`config.mk`:
```
export PLATFORM = sky130hd
export DESIGN_NAME = serial_adder
export DESIGN_NICKNAME = d
export VERILOG_FILES = /design/src/rtl/serial_adder.sv
export SDC_FILE = /design/constraint.sdc
export NUM_CORES = 1
export LEC_CHECK = 0
export ABC_CLOCK_PERIOD_IN_PS = 3900
export CORE_ASPECT_RATIO = 0.5
export CORE_MARGIN = 2
export CORE_UTILIZATION = 40
export DETAILED_ROUTE_END_ITERATION = 12
export PLACE_DENSITY = 0.66
export SLEW_MARGIN = 5
export SYNTH_ARGS = -nofsm -noshare
export SYNTH_HDL_FRONTEND = slang
export SYNTH_SLANG_ARGS = --single-unit
```
`constraint.sdc`:
```
create_clock -name clk -period 3.9 [get_ports clk]
set_input_delay 0.585 -clock clk [delete_from_list [all_inputs] [get_ports clk]]
set_output_delay 0.585 -clock clk [all_outputs]
set_load 0.01 [all_outputs]
```
`src/rtl/serial_adder.sv`:
```
// serial_adder: multi-cycle adder/subtractor. It handles DIGIT bits per clock
// and keeps the carry in a register between digits.
//
// Ports
//   clk       system clock, rising edge
//   reset     asynchronous, active-high reset
//   start     begin an operation; sampled only while ready=1
//   sub       0 = a+b, 1 = a-b; captured with start
//   a, b      WIDTH-bit operands; captured with start
//   ready     idle; will accept start
//   done      one-cycle pulse; sum/cout/overflow are valid from this cycle
//   sum       registered result, modulo 2^WIDTH
//   cout      carry out of the MSB (for sub, 1 = no borrow)
//   overflow  two's-complement signed overflow
//
// state  | meaning
// S_IDLE | waiting for start, ready=1
// S_RUN  | one digit processed per clock, N clocks in total
// S_DONE | results just updated, done=1 for one cycle
module serial_adder #(
   parameter int WIDTH = 8,
   parameter int DIGIT = 1
) (
   input  logic             clk,
   input  logic             reset,
   input  logic             start,
   input  logic             sub,
   input  logic [WIDTH-1:0] a,
   input  logic [WIDTH-1:0] b,
   output logic             ready,
   output logic             done,
   output logic [WIDTH-1:0] sum,
   output logic             cout,
   output logic             overflow
);

   localparam int N     = WIDTH / DIGIT;
   localparam int CNT_W = $clog2(N) + 1;

   typedef enum logic [1:0] {S_IDLE, S_RUN, S_DONE} state_t;

   state_t             state_q, state_d;
   logic [WIDTH-1:0]   op_a_q, op_a_d;
   logic [WIDTH-1:0]   op_b_q, op_b_d;
   logic [WIDTH-1:0]   res_q, res_d;
   logic               carry_q, carry_d;
   logic [CNT_W-1:0]   cnt_q, cnt_d;
   logic [WIDTH-1:0]   sum_q, sum_d;
   logic               cout_q, cout_d;
   logic               ovf_q, ovf_d;

   logic [DIGIT:0]         dig_sum;
   logic                   c_msb_in;
   logic                   last_dig;
   logic [WIDTH+DIGIT-1:0] res_cat;
   logic [WIDTH-1:0]       res_next;

   // Digit adder. The carry into the digit's top bit comes from sum ^ a ^ b
   // at that bit. This avoids slicing below bit 0 when DIGIT = 1.
   always_comb begin
      dig_sum  = {1'b0, op_a_q[DIGIT-1:0]} + {1'b0, op_b_q[DIGIT-1:0]}
               + {{DIGIT{1'b0}}, carry_q};
      c_msb_in = dig_sum[DIGIT-1] ^ op_a_q[DIGIT-1] ^ op_b_q[DIGIT-1];
      last_dig = (cnt_q == CNT_W'(N - 1));
      // Each new digit enters at the MSB side. After N digits the result is LSB-aligned.
      res_cat  = {dig_sum[DIGIT-1:0], res_q};
      res_next = res_cat[WIDTH+DIGIT-1:DIGIT];
   end

   // state register
   always_ff @(posedge clk or posedge reset) begin
      if (reset) state_q <= S_IDLE;
      else       state_q <= state_d;
   end

   // next state
   always_comb begin
      state_d = state_q;
      case (state_q)
         S_IDLE:  if (start)    state_d = S_RUN;
         S_RUN:   if (last_dig) state_d = S_DONE;
         S_DONE:                state_d = S_IDLE;
         default:               state_d = S_IDLE;
      endcase
   end

   // outputs
   always_comb begin
      ready = (state_q == S_IDLE);
      done  = (state_q == S_DONE);
   end

   // datapath next-state
   always_comb begin
      op_a_d  = op_a_q;
      op_b_d  = op_b_q;
      res_d   = res_q;
      carry_d = carry_q;
      cnt_d   = cnt_q;
      sum_d   = sum_q;
      cout_d  = cout_q;
      ovf_d   = ovf_q;
      case (state_q)
         S_IDLE: begin
            if (start) begin
               op_a_d  = a;
               op_b_d  = sub ? ~b : b;
               carry_d = sub;
               cnt_d   = '0;
            end
         end
         S_RUN: begin
            op_a_d  = op_a_q >> DIGIT;
            op_b_d  = op_b_q >> DIGIT;
            res_d   = res_next;
            carry_d = dig_sum[DIGIT];
            cnt_d   = cnt_q + CNT_W'(1);
            if (last_dig) begin
               sum_d  = res_next;
               cout_d = dig_sum[DIGIT];
               ovf_d  = c_msb_in ^ dig_sum[DIGIT];
            end
         end
         default: ;
      endcase
   end

   always_ff @(posedge clk or posedge reset) begin
      if (reset) begin
         op_a_q  <= '0;
         op_b_q  <= '0;
         res_q   <= '0;
         carry_q <= 1'b0;
         cnt_q   <= '0;
         sum_q   <= '0;
         cout_q  <= 1'b0;
         ovf_q   <= 1'b0;
      end else begin
         op_a_q  <= op_a_d;
         op_b_q  <= op_b_d;
         res_q   <= res_d;
         carry_q <= carry_d;
         cnt_q   <= cnt_d;
         sum_q   <= sum_d;
         cout_q  <= cout_d;
         ovf_q   <= ovf_d;
      end
   end

   assign sum      = sum_q;
   assign cout     = cout_q;
   assign overflow = ovf_q;

endmodule

```
==> metrics.md, run 1 <==
| Metric | Value |
|---|---|
| Status | `completed` |
| Top Family by Delay on Critical Path | `buffers and inverters` |
| First-pass GRT wire length | `5.526 mm` |
| Min Tclk post-route | `2.035 ns` |
| Port bufs | `31` |
| Hold_buf cts | `0` |
| Slowest-stage cell, CP | `clkdlybuf4s50_1` |
| Type of origin of the critical path | `flip-flop` |
| Final Cycle Share | `52.18%` |
| Finished Layout Cells | `248` |
| Gr ovfl total | `0` |
| HPWL after DPL | `2.029 mm` |
| Floorplan die width | `99.96 um` |
| N_diodes | `0` |
| Post-route ant nets | `0` |
| Synth top cells by count | `nand2_1, dfrtp_1, xnor2_1` |
| CP Capture Type | `output pin` |
| Number of synthesized flops with an enable pin | `0` |
| Initial DRC count | `37` |
| Largest net degree at the start of global routing | `41` |
| Vias in the first global route | `1196` |
| VDD IR max | `0.2140 mV` |
| Final wirelength | `3.148 mm` |
| DIE AREA | `5196 um2` |
| Post-Syn Area per Cell | `11.58 um2` |
| Buf+Inv Stages, Crit Path | `1` |
| Synth Flop Type | `dfrtp_1` |
| CTS Buf Count | `5` |
| R2R depth | `3` |
| Via count | `1215` |
| Distinct cells, synth | `29` |
| Number of cell rows | `17` |
| Pre-antenna DRT Iters | `4` |
| Power Dens Cells | `725.8 nW/um2` |
| Final net count | `212` |
| Rel. slew slack | `52.00%` |
| Max incr delay on CP | `0.54 ns` |
| Share of cells above drive strength 1 | `14.66%` |
| Setup bufs post-CTS | `0` |
| Hold Path Class | `flip-flop to flip-flop` |
| CTS tree | `yes` |
| Total clock sinks | `40` |
| Max_cap viols | `0` |
| Cell taking the most area after synthesis | `dfrtp_1` |
| F_max | `0.4914 GHz` |
| Clock Tree Root | `clkbuf_8` |
| Worst path required time | `3.31 ns` |
| Cells after Synth | `159` |
| Critical path, cell by cell | `nor2b_1 > clkdlybuf4s50_1` |
| H-tree Lvls | `2` |
| Most common cell in the synthesized netlist | `nand2_1` |
| Slew @ Worst Pin | `0.7177 ns` |
| Critical path class | `flip-flop to output pin` |
| GP Congestion | `0.7172` |
| Hold path depth | `2` |
| Clock latency on the worst-skew pair | `0.29 ns` |
| Leak | `1.044 nW` |
| Num ports | `32` |
| Post-Syn Nets | `181` |
| Util after Layout | `51.21%` |
| Avg WL per Cell | `12.69 um` |
| DRC viols | `0` |
| Worst R2R Start | `state_q[1]` |
| Seq/Total Area, Yosys | `54.35%` |
| Post-CTS Resized | `0` |
| Setup violations, final | `0` |
| Dpl cells | `240` |
| Synth Cell Area | `1842 um2` |
| CP max FO | `7` |
| Clock Pin Slew Worst Setup and Hold Paths | `0.08 ns` |
| Hold wc startpoint | `op_a_q[2]` |
| Top post-synthesis cells by area | `dfrtp_1, nand2_1, mux2_4, xnor2_1, a221o_1` |
| Count of final hold-check violations | `0` |
| Chip height | `51.98 um` |
| Crit path launch | `state_q[0]` |
| RSZ-0062 raised after global routing | `no` |
| Gr usage total | `13.86%` |
| #FFs+latches synth | `40` |
| Total Power | `1.636 mW` |
| YS warnings | `0` |
| Synthesis-to-layout area growth | `22.42%` |
| Setup TNS | `0 ns` |
| Clock skew | `0.004707 ns` |
| Asr flop ratio synth | `100.0%` |
| Floorplan core area | `4403 um2` |
| Initial Utilization | `41.83%` |
| Slew Limit Fails | `0` |
| Max clock buf depth | `2` |
| Via density | `4.899` |
| Worst EP arrival | `1.45 ns` |
| Initial antenna violation count | `0` |
| Crit path depth | `2` |
| Synth top area share | `54.35%` |
layout by cell type, fill, tap and decap left out, types with 3 or more instances in the layout:
cell type	instances
a221o_1	7
a22oi_1	8
clkbuf_8	6
clkdlybuf4s50_1	31
dfrtp_1	40
mux2_4	9
nand2_1	45
nand3_1	3
nor2_1	4
nor2_2	4
xnor2_1	10
worst reg2reg max path, stage by stage (launching register included):
cell and delay (ns):
dfrtp_1 0.45, nand2b_4 0.26, nor3_4 0.64, mux2_1 0.38
state kept, by name (all words and copies together), names as in the netlist:
name	flops
op_a_q	8
op_b_q	8
sum	8
res_q	7
cnt_q	4
state_q	2
carry_q	1
cout	1
overflow	1
metrics by stage:
stage	instance area [um2]	setup WS, ns	hold slack, ns
final	2255	1.865	0.4836
after global routing	2255	1.764	0.5144
after CTS	2255	1.842	0.4878
after detailed placement	2162	1.866	0.4666
after global placement	2162	1.885	0.4621
after floorplan	1842	2.335	0.4460
layer usage:
layer / global-route usage (%) / wire [um] / vias up
li1: - / - / 599
met1: 17.78 / 1536 / 581
met2: 22.52 / 1417 / 30
met3: 4.032 / 151 / 5
met4: 5.479 / 44 / 0
met5: 0 / 0 / -
path summary, 6_finish.rpt:
check                            end  slack (ns)
max                             done        1.86
min                        op_a_q[2]        0.48
min reg2reg                op_a_q[2]        0.48
max in group asynchronous  op_b_q[7]        2.84
max reg2reg                   sum[6]        2.06
min in group asynchronous     sum[0]        0.72
area by class of cell:
cell class                 instances  area, um2
tap                               57      71.32
inverter                           1      3.754
timing repair buffer              33      325.3
sequential                        40       1001
fill                             406       2148
multi-input combinational        109      760.7
clock buffer                       6      82.58
clock inverter                     2      10.01
cells by family (layout without fill, tap and decap cells):
group	Yosys count	in the layout	share of synthesized area [%]
simple gates	64	64	16.51
flops	40	40	54.35
compound gates	21	21	9.307
xor+xnor	11	11	5.231
mux	11	11	8.492
buf+inv	10	42	4.347
fa+ha+maj	2	2	1.766
report_power, final:
group / internal [mW] / leakage, nW / switching (mW) / total (mW)
logic: 0.348 / 0.480 / 0.294 / 0.641
registers: 0.590 / 0.514 / 0.123 / 0.713
clock network: 0.141 / 0.0510 / 0.141 / 0.282
(Power assumes the default switching activity.)
==> run 2: changes to the inputs <==
Settings changed: ABC_CLOCK_PERIOD_IN_PS 3900 to 2070.
Clock period 3.9 ns to 2.07 ns, I/O delays scaled along.
==> run 2 against run 1 <==
Combinational power increased by 92%. Largest power group unchanged. Worst hold slack got worse by 0.036 ns. Total power up 100%. First-iteration DRC count is 100% higher. Via count is 1.2% higher. Register-to-register slack got worse by 1.7 ns. Non-clock buffer count up 3. Cell count grew 1.2%. Sequential power rose by 91%. Critical path type unchanged.
==> metrics.md, run 2 (same netlist as run 1, synthesis figures left out) <==
| Metric | Value |
|---|---|
| Critical path, cell by cell | `nor2b_1 > clkdlybuf4s50_1` |
| Max incr delay on CP | `0.54 ns (about the same)` |
| Seq pwr share | `41.5% (-2.1 points)` |
| Floorplan die width | `99.96 um (unchanged)` |
| Design Area, Final | `2311 um2 (+2.5%)` |
| Crit path launch | `state_q[0]` |
| Vias in the first global route | `1256 (+5.0%)` |
| Most frequent cells in the layout | `nand2_1, dfrtp_1, clkdlybuf4s50_1, xnor2_1, mux2_4` |
| CP Capture Type | `output pin` |
| Comb power frac | `37.6% (-1.6 points)` |
| Setup TNS | `0 ns (unchanged)` |
| Initial Utilization | `41.83% (unchanged)` |
| Status | `completed` |
| Area after DPL | `2185 um2 (+1.0%)` |
| Worst R2R End | `sum[3]` |
| Clock Tree Root | `clkbuf_8` |
| Rel. slew slack | `66.60% (+15 points)` |
| Post-CTS Resized | `0 (unchanged)` |
| CP max FO | `7 (unchanged)` |
| Setup bufs post-CTS | `0 (unchanged)` |
| Final Cycle Share | `84.70%` |
| Worst EP arrival | `1.44 ns (about the same)` |
| Initial antenna violation count | `0 (unchanged)` |
| Hold_buf cts | `0 (unchanged)` |
| Slowest-stage cell, CP | `clkdlybuf4s50_1` |
| VDD IR max | `0.3915 mV (+83%)` |
| Switching share of power | `32.44% (-1.7 points)` |
| Gr ovfl total | `0 (unchanged)` |
| Power Dens Cells | `1415 nW/um2 (+95%)` |
| Post-route ant nets | `0 (unchanged)` |
| F_max | `0.5703 GHz` |
| FILL cells | `399 (-1.7%)` |
| Clock power frac | `20.9% (+3.7 points)` |
| R2R depth | `4 (+1)` |
| Largest net degree at the start of global routing | `41 (unchanged)` |
| Max clock buf depth | `2 (unchanged)` |
| Critical path class | `flip-flop to output pin` |
| Total clock sinks | `40 (unchanged)` |
| H-tree Lvls | `2 (unchanged)` |
| Count of final hold-check violations | `0 (unchanged)` |
| Internal power | `2.209 mW (+100%)` |
| Leak | `1.074 nW (+2.8%)` |
| Share of cells above drive strength 1 | `15.98% (+1.3 points)` |
| HPWL after DPL | `2.189 mm (+7.9%)` |
| Clock Pin Slew Worst Setup and Hold Paths | `0.08 ns (about the same)` |
| Slew @ Worst Pin | `0.4994 ns (-0.2183 ns)` |
| Via count | `1230 (+1.2%)` |
| Gr usage total | `14.72% (+0.86 points)` |
| Max_cap viols | `0 (unchanged)` |
| Register area | `1001 um2 (unchanged)` |
| Final net count | `215 (+1.4%)` |
| Slew Limit Fails | `0 (unchanged)` |
| DRC viols | `0 (unchanged)` |
| Floorplan core area | `4403 um2 (unchanged)` |
| Initial DRC count | `75 (+100%)` |
| Pre-antenna DRT Iters | `5 (+1)` |
| Min Tclk post-route | `1.753 ns` |
| Num ports | `32 (unchanged)` |
| Worst R2R Start | `state_q[1]` |
| Worst path required time | `1.76 ns (-1.55 ns)` |
| Hold Path Class | `primary input to asynchronous set/reset pin` |
| CTS Buf Count | `5 (unchanged)` |
| Chip height | `51.98 um (unchanged)` |
| Setup violations, final | `0 (unchanged)` |
| Most common cell after layout, fill and taps aside | `nand2_1` |
| Number of cell rows | `17 (unchanged)` |
| DIE AREA | `5196 um2 (unchanged)` |
| CTS tree | `yes` |
| Avg WL per Cell | `12.90 um (+1.7%)` |
| Clock latency on the worst-skew pair | `0.29 ns (about the same)` |
| Final wirelength | `3.239 mm (+2.9%)` |
| GP Congestion | `0.7712 (+7.5%)` |
| Type of origin of the critical path | `flip-flop` |
| N_diodes | `0 (unchanged)` |
| Synthesis-to-layout area growth | `25.48%` |
| P_sw | `1.061 mW (+90%)` |
| Port bufs | `31 (unchanged)` |
| R2R Setup Slk | `0.34 ns (-1.72 ns)` |
| Area of the multi-input gates | `760.7 um2 (unchanged)` |
| First-pass GRT wire length | `5.761 mm (+4.3%)` |
| Clock skew | `0.003439 ns (-0.001268 ns)` |
| RSZ-0062 raised after global routing | `no` |
| Via density | `4.900 (about the same)` |
## run 2: cell count changes in the layout (fill, tap and decap cells not counted)
cell,before,now
buf_4,2,5
bufinv_16,0,1
clkbuf_8,6,7
clkinv_2,2,0
## run 2: worst max-delay path: cells and delay by family (launching register included)
family / cells / cell delay, ns
and+or+nand+nor: 1 / 0.14
buffers and inverters: 1 / 0.54
DFF: 1 / 0.48
## run 2: final cells by class
class                      count  share of cell area, %
clock inverter                 1                  1.299
inverter                       1                 0.1624
clock buffer                   7                  4.169
sequential                    40                  43.31
timing repair buffer          36                  15.05
multi-input combinational    109                  32.92
tap                           57                  3.086
## run 2: stage by stage
step	std cells	hold slack, ns	util [%]	setup slack (ns)	power (mW)
finish	251	0.4474	52.49	0.3166	3.270
floorplan	159	0.4159	-	0.5053	2.251
global placement	243	0.4584	49.62	0.3407	2.579
CTS	251	0.4523	52.49	0.3031	3.316
detailed placement	243	0.4626	49.62	0.3198	2.616
global route	251	0.4893	52.49	0.2414	3.534
## run 2: per-layer routing
layer  wire length [um]  track usage (%)  vias up
li1                   -                -      606
met1               1594            19.72      582
met5                  0                0        -
met3                178            4.032        7
met2               1424            23.20       35
met4                 42            5.479        0
## run 2: power groups by stage
stage	logic, mW	clock network, mW	registers, mW
finish	1.23	0.685	1.36
global route	1.40	0.729	1.41
CTS	1.25	0.706	1.36
detailed placement	1.24	0	1.37
global placement	1.22	0	1.36
floorplan	0.913	0	1.34
## run 2: how the worst max path moves through the flow
stage | to | cells after the start
CTS | done | 2
global placement | op_b_q[4] | 4
finish | done | 2
floorplan | overflow | 4
global route | done | 2
detailed placement | op_b_q[2] | 4
==> run 3: changes to the inputs <==
Settings changed: ABC_CLOCK_PERIOD_IN_PS 2070 to 1670.
Clock period 2.07 ns to 1.67 ns, I/O delays scaled along.
==> run 3 against run 2 <==
Die area unchanged. Non-clock buffer count increased by 8. Cell count is 3.2% higher. Sequential share of layout area down 1.1 points. First-iteration DRC count down 28%. Flip-flop and latch count stayed put. Largest power group is now combinational cells. Global-route usage decreased by 1.5 points. Count of clock-buffer cells in the layout up 1. Combinational power is 38% higher.
==> metrics.md, run 3 (same netlist as run 1, synthesis figures left out) <==
| Metric | Value |
|---|---|
| Status | `completed` |
| Area of the multi-input gates | `775.7 um2 (+2.0%)` |
| Critical path class | `flip-flop to flip-flop` |
| Min Tclk post-route | `1.620 ns` |
| Initial DRC count | `54 (-28%)` |
| Share of cells above drive strength 1 | `19.80% (+3.8 points)` |
| Num ports | `32 (unchanged)` |
| Final setup margin | `0.04980 ns (-0.2668 ns)` |
| Worst path required time | `1.83 ns (+0.07 ns)` |
| Most frequent cells in the layout | `nand2_1, dfrtp_1, clkdlybuf4s50_1, buf_4` |
| Most common cell after layout, fill and taps aside | `nand2_1` |
| FILL cells | `388 (-2.8%)` |
| CTS Buf Count | `5 (unchanged)` |
| Setup violations, final | `0 (unchanged)` |
| Floorplan core area | `4403 um2 (unchanged)` |
| Gr ovfl total | `0 (unchanged)` |
| Max_cap viols | `0 (unchanged)` |
| Power Dens Cells | `1673 nW/um2 (+18%)` |
| Leak | `1.124 nW (+4.7%)` |
| Initial Utilization | `41.83% (unchanged)` |
| Worst EP arrival | `1.78 ns (+0.34 ns)` |
| Register area | `1003 um2 (+0.25%)` |
| Slew Limit Fails | `0 (unchanged)` |
| HPWL after DPL | `2.159 mm (-1.4%)` |
| Design Area, Final | `2380 um2 (+3.0%)` |
| H-tree Lvls | `2 (unchanged)` |
| VDD IR max | `0.4621 mV (+18%)` |
| Clock skew | `0.008502 ns (+0.005062 ns)` |
| GP Congestion | `0.7169 (-7.0%)` |
| Rel. slew slack | `71.08% (+4.5 points)` |
| Post-route ant nets | `0 (unchanged)` |
| Type of origin of the critical path | `flip-flop` |
| Max clock buf depth | `2 (unchanged)` |
| Via density | `4.884 (-0.33%)` |
| Final net count | `223 (+3.7%)` |
| Gr usage total | `13.24% (-1.5 points)` |
| Number of cell rows | `17 (unchanged)` |
| Clock latency on the worst-skew pair | `0.28 ns (about the same)` |
| CP max FO | `3 (-4)` |
| DRC viols | `0 (unchanged)` |
| N_diodes | `0 (unchanged)` |
| Final Cycle Share | `97.02%` |
| Hold Slack | `0.3201 ns (-0.1273 ns)` |
| Pre-antenna DRT Iters | `4 (-1)` |
| Area after DPL | `2232 um2 (+2.2%)` |
| Slew @ Worst Pin | `0.4326 ns (-0.06673 ns)` |
| Count of final hold-check violations | `0 (unchanged)` |
| Setup TNS | `0 ns (unchanged)` |
| CP Capture Type | `flip-flop` |
| Largest net degree at the start of global routing | `41 (unchanged)` |
| Via count | `1265 (+2.8%)` |
| Synthesis-to-layout area growth | `29.21%` |
| First-pass GRT wire length | `5.333 mm (-7.4%)` |
| Avg WL per Cell | `12.21 um (-5.4%)` |
| DIE AREA | `5196 um2 (unchanged)` |
| Chip height | `51.98 um (unchanged)` |
| Hold Path Class | `primary input to asynchronous set/reset pin` |
| Clock Pin Slew Worst Setup and Hold Paths | `0.07 ns (about the same)` |
| Final wirelength | `3.162 mm (-2.4%)` |
| Floorplan die width | `99.96 um (unchanged)` |
| CTS tree | `yes` |
| Total clock sinks | `40 (unchanged)` |
| Pre-CTS setup slack | `0.005582 ns (-0.3142 ns)` |
| F_max | `0.6172 GHz` |
| Port bufs | `31 (unchanged)` |
| Clock Tree Root | `clkbuf_8` |
| Vias in the first global route | `1195 (-4.9%)` |
| Hold_buf cts | `0 (unchanged)` |
| Initial antenna violation count | `0 (unchanged)` |
==> run 3: changes by cell type in the layout (fill, tap and decap cells not counted), moves of 2 or more <==
cell,change
buf_4,+6
buf_12,+2
clkbuf_1,+2
dfrtp_1,-2
dfrtp_2,+2
==> run 3: critical path: stages, from the launching register on <==
cell,delay (ns)
dfrtp_1,0.40
fa_1,0.55
xnor2_2,0.16
xnor2_1,0.13
mux2_4,0.25
==> run 3: final timing paths <==
check / start / to / slack, ns / cells past startpoint
min in group clk: op_a_q[3] / op_a_q[3] / 0.48 / 2
max in group asynchronous: reset / state_q[1] / 1.16 / 3
worst min-delay path: reset / res_q[6] / 0.32 / 3
worst max register to register: carry_q / overflow / 0.05 / 4
worst min register to register: op_a_q[3] / op_a_q[3] / 0.48 / 2
worst max-delay path: carry_q / overflow / 0.05 / 4
==> run 3: metal layers <==
| layer | up-vias | global-route usage [%] | part of all wire [%] |
|---|---|---|---|
| li1 | 622 | - | - |
| met1 | 614 | 16.84 | 48 |
| met2 | 27 | 22.97 | 47 |
| met3 | 2 | 3.763 | 4.5 |
| met4 | 0 | 2.740 | 0.32 |
| met5 | - | 0 | 0 |
==> run 3: through the flow <==
| step | util, % | cells | total power [mW] |
|---|---|---|---|
| after floorplan | - | 159 | 2.790 |
| after global placement | 50.70 | 246 | 3.216 |
| after detailed placement | 50.70 | 246 | 3.276 |
| after CTS | 53.14 | 256 | 3.945 |
| after global routing | 54.05 | 259 | 4.284 |
| final | 54.05 | 259 | 3.981 |
==> run 3: repair_timing <==
| item | in CTS | in global routing |
|---|---|---|
| pin swaps | 0 | 1 |
| setup endpoints to repair | 2 | 4 |
| resized for setup | 2 | 3 |
| buffers inserted | 2 | 3 |
==> run 3: report_power, final <==
part,leakage (nW),total [mW],switching (mW),internal (mW)
clock,0.0455,0.634,0.297,0.337
combinational,0.567,1.70,0.751,0.947
sequential,0.511,1.65,0.268,1.38
total,1.12,3.98,1.32,2.66
==> run 3: layout make-up <==
cell class                 count  share of cell area [%]
timing repair buffer          44                   18.30
multi-input combinational    109                   32.60
tap                           57                   2.997
sequential                    40                   42.17
inverter                       1                  0.1577
clock buffer                   8                   3.785
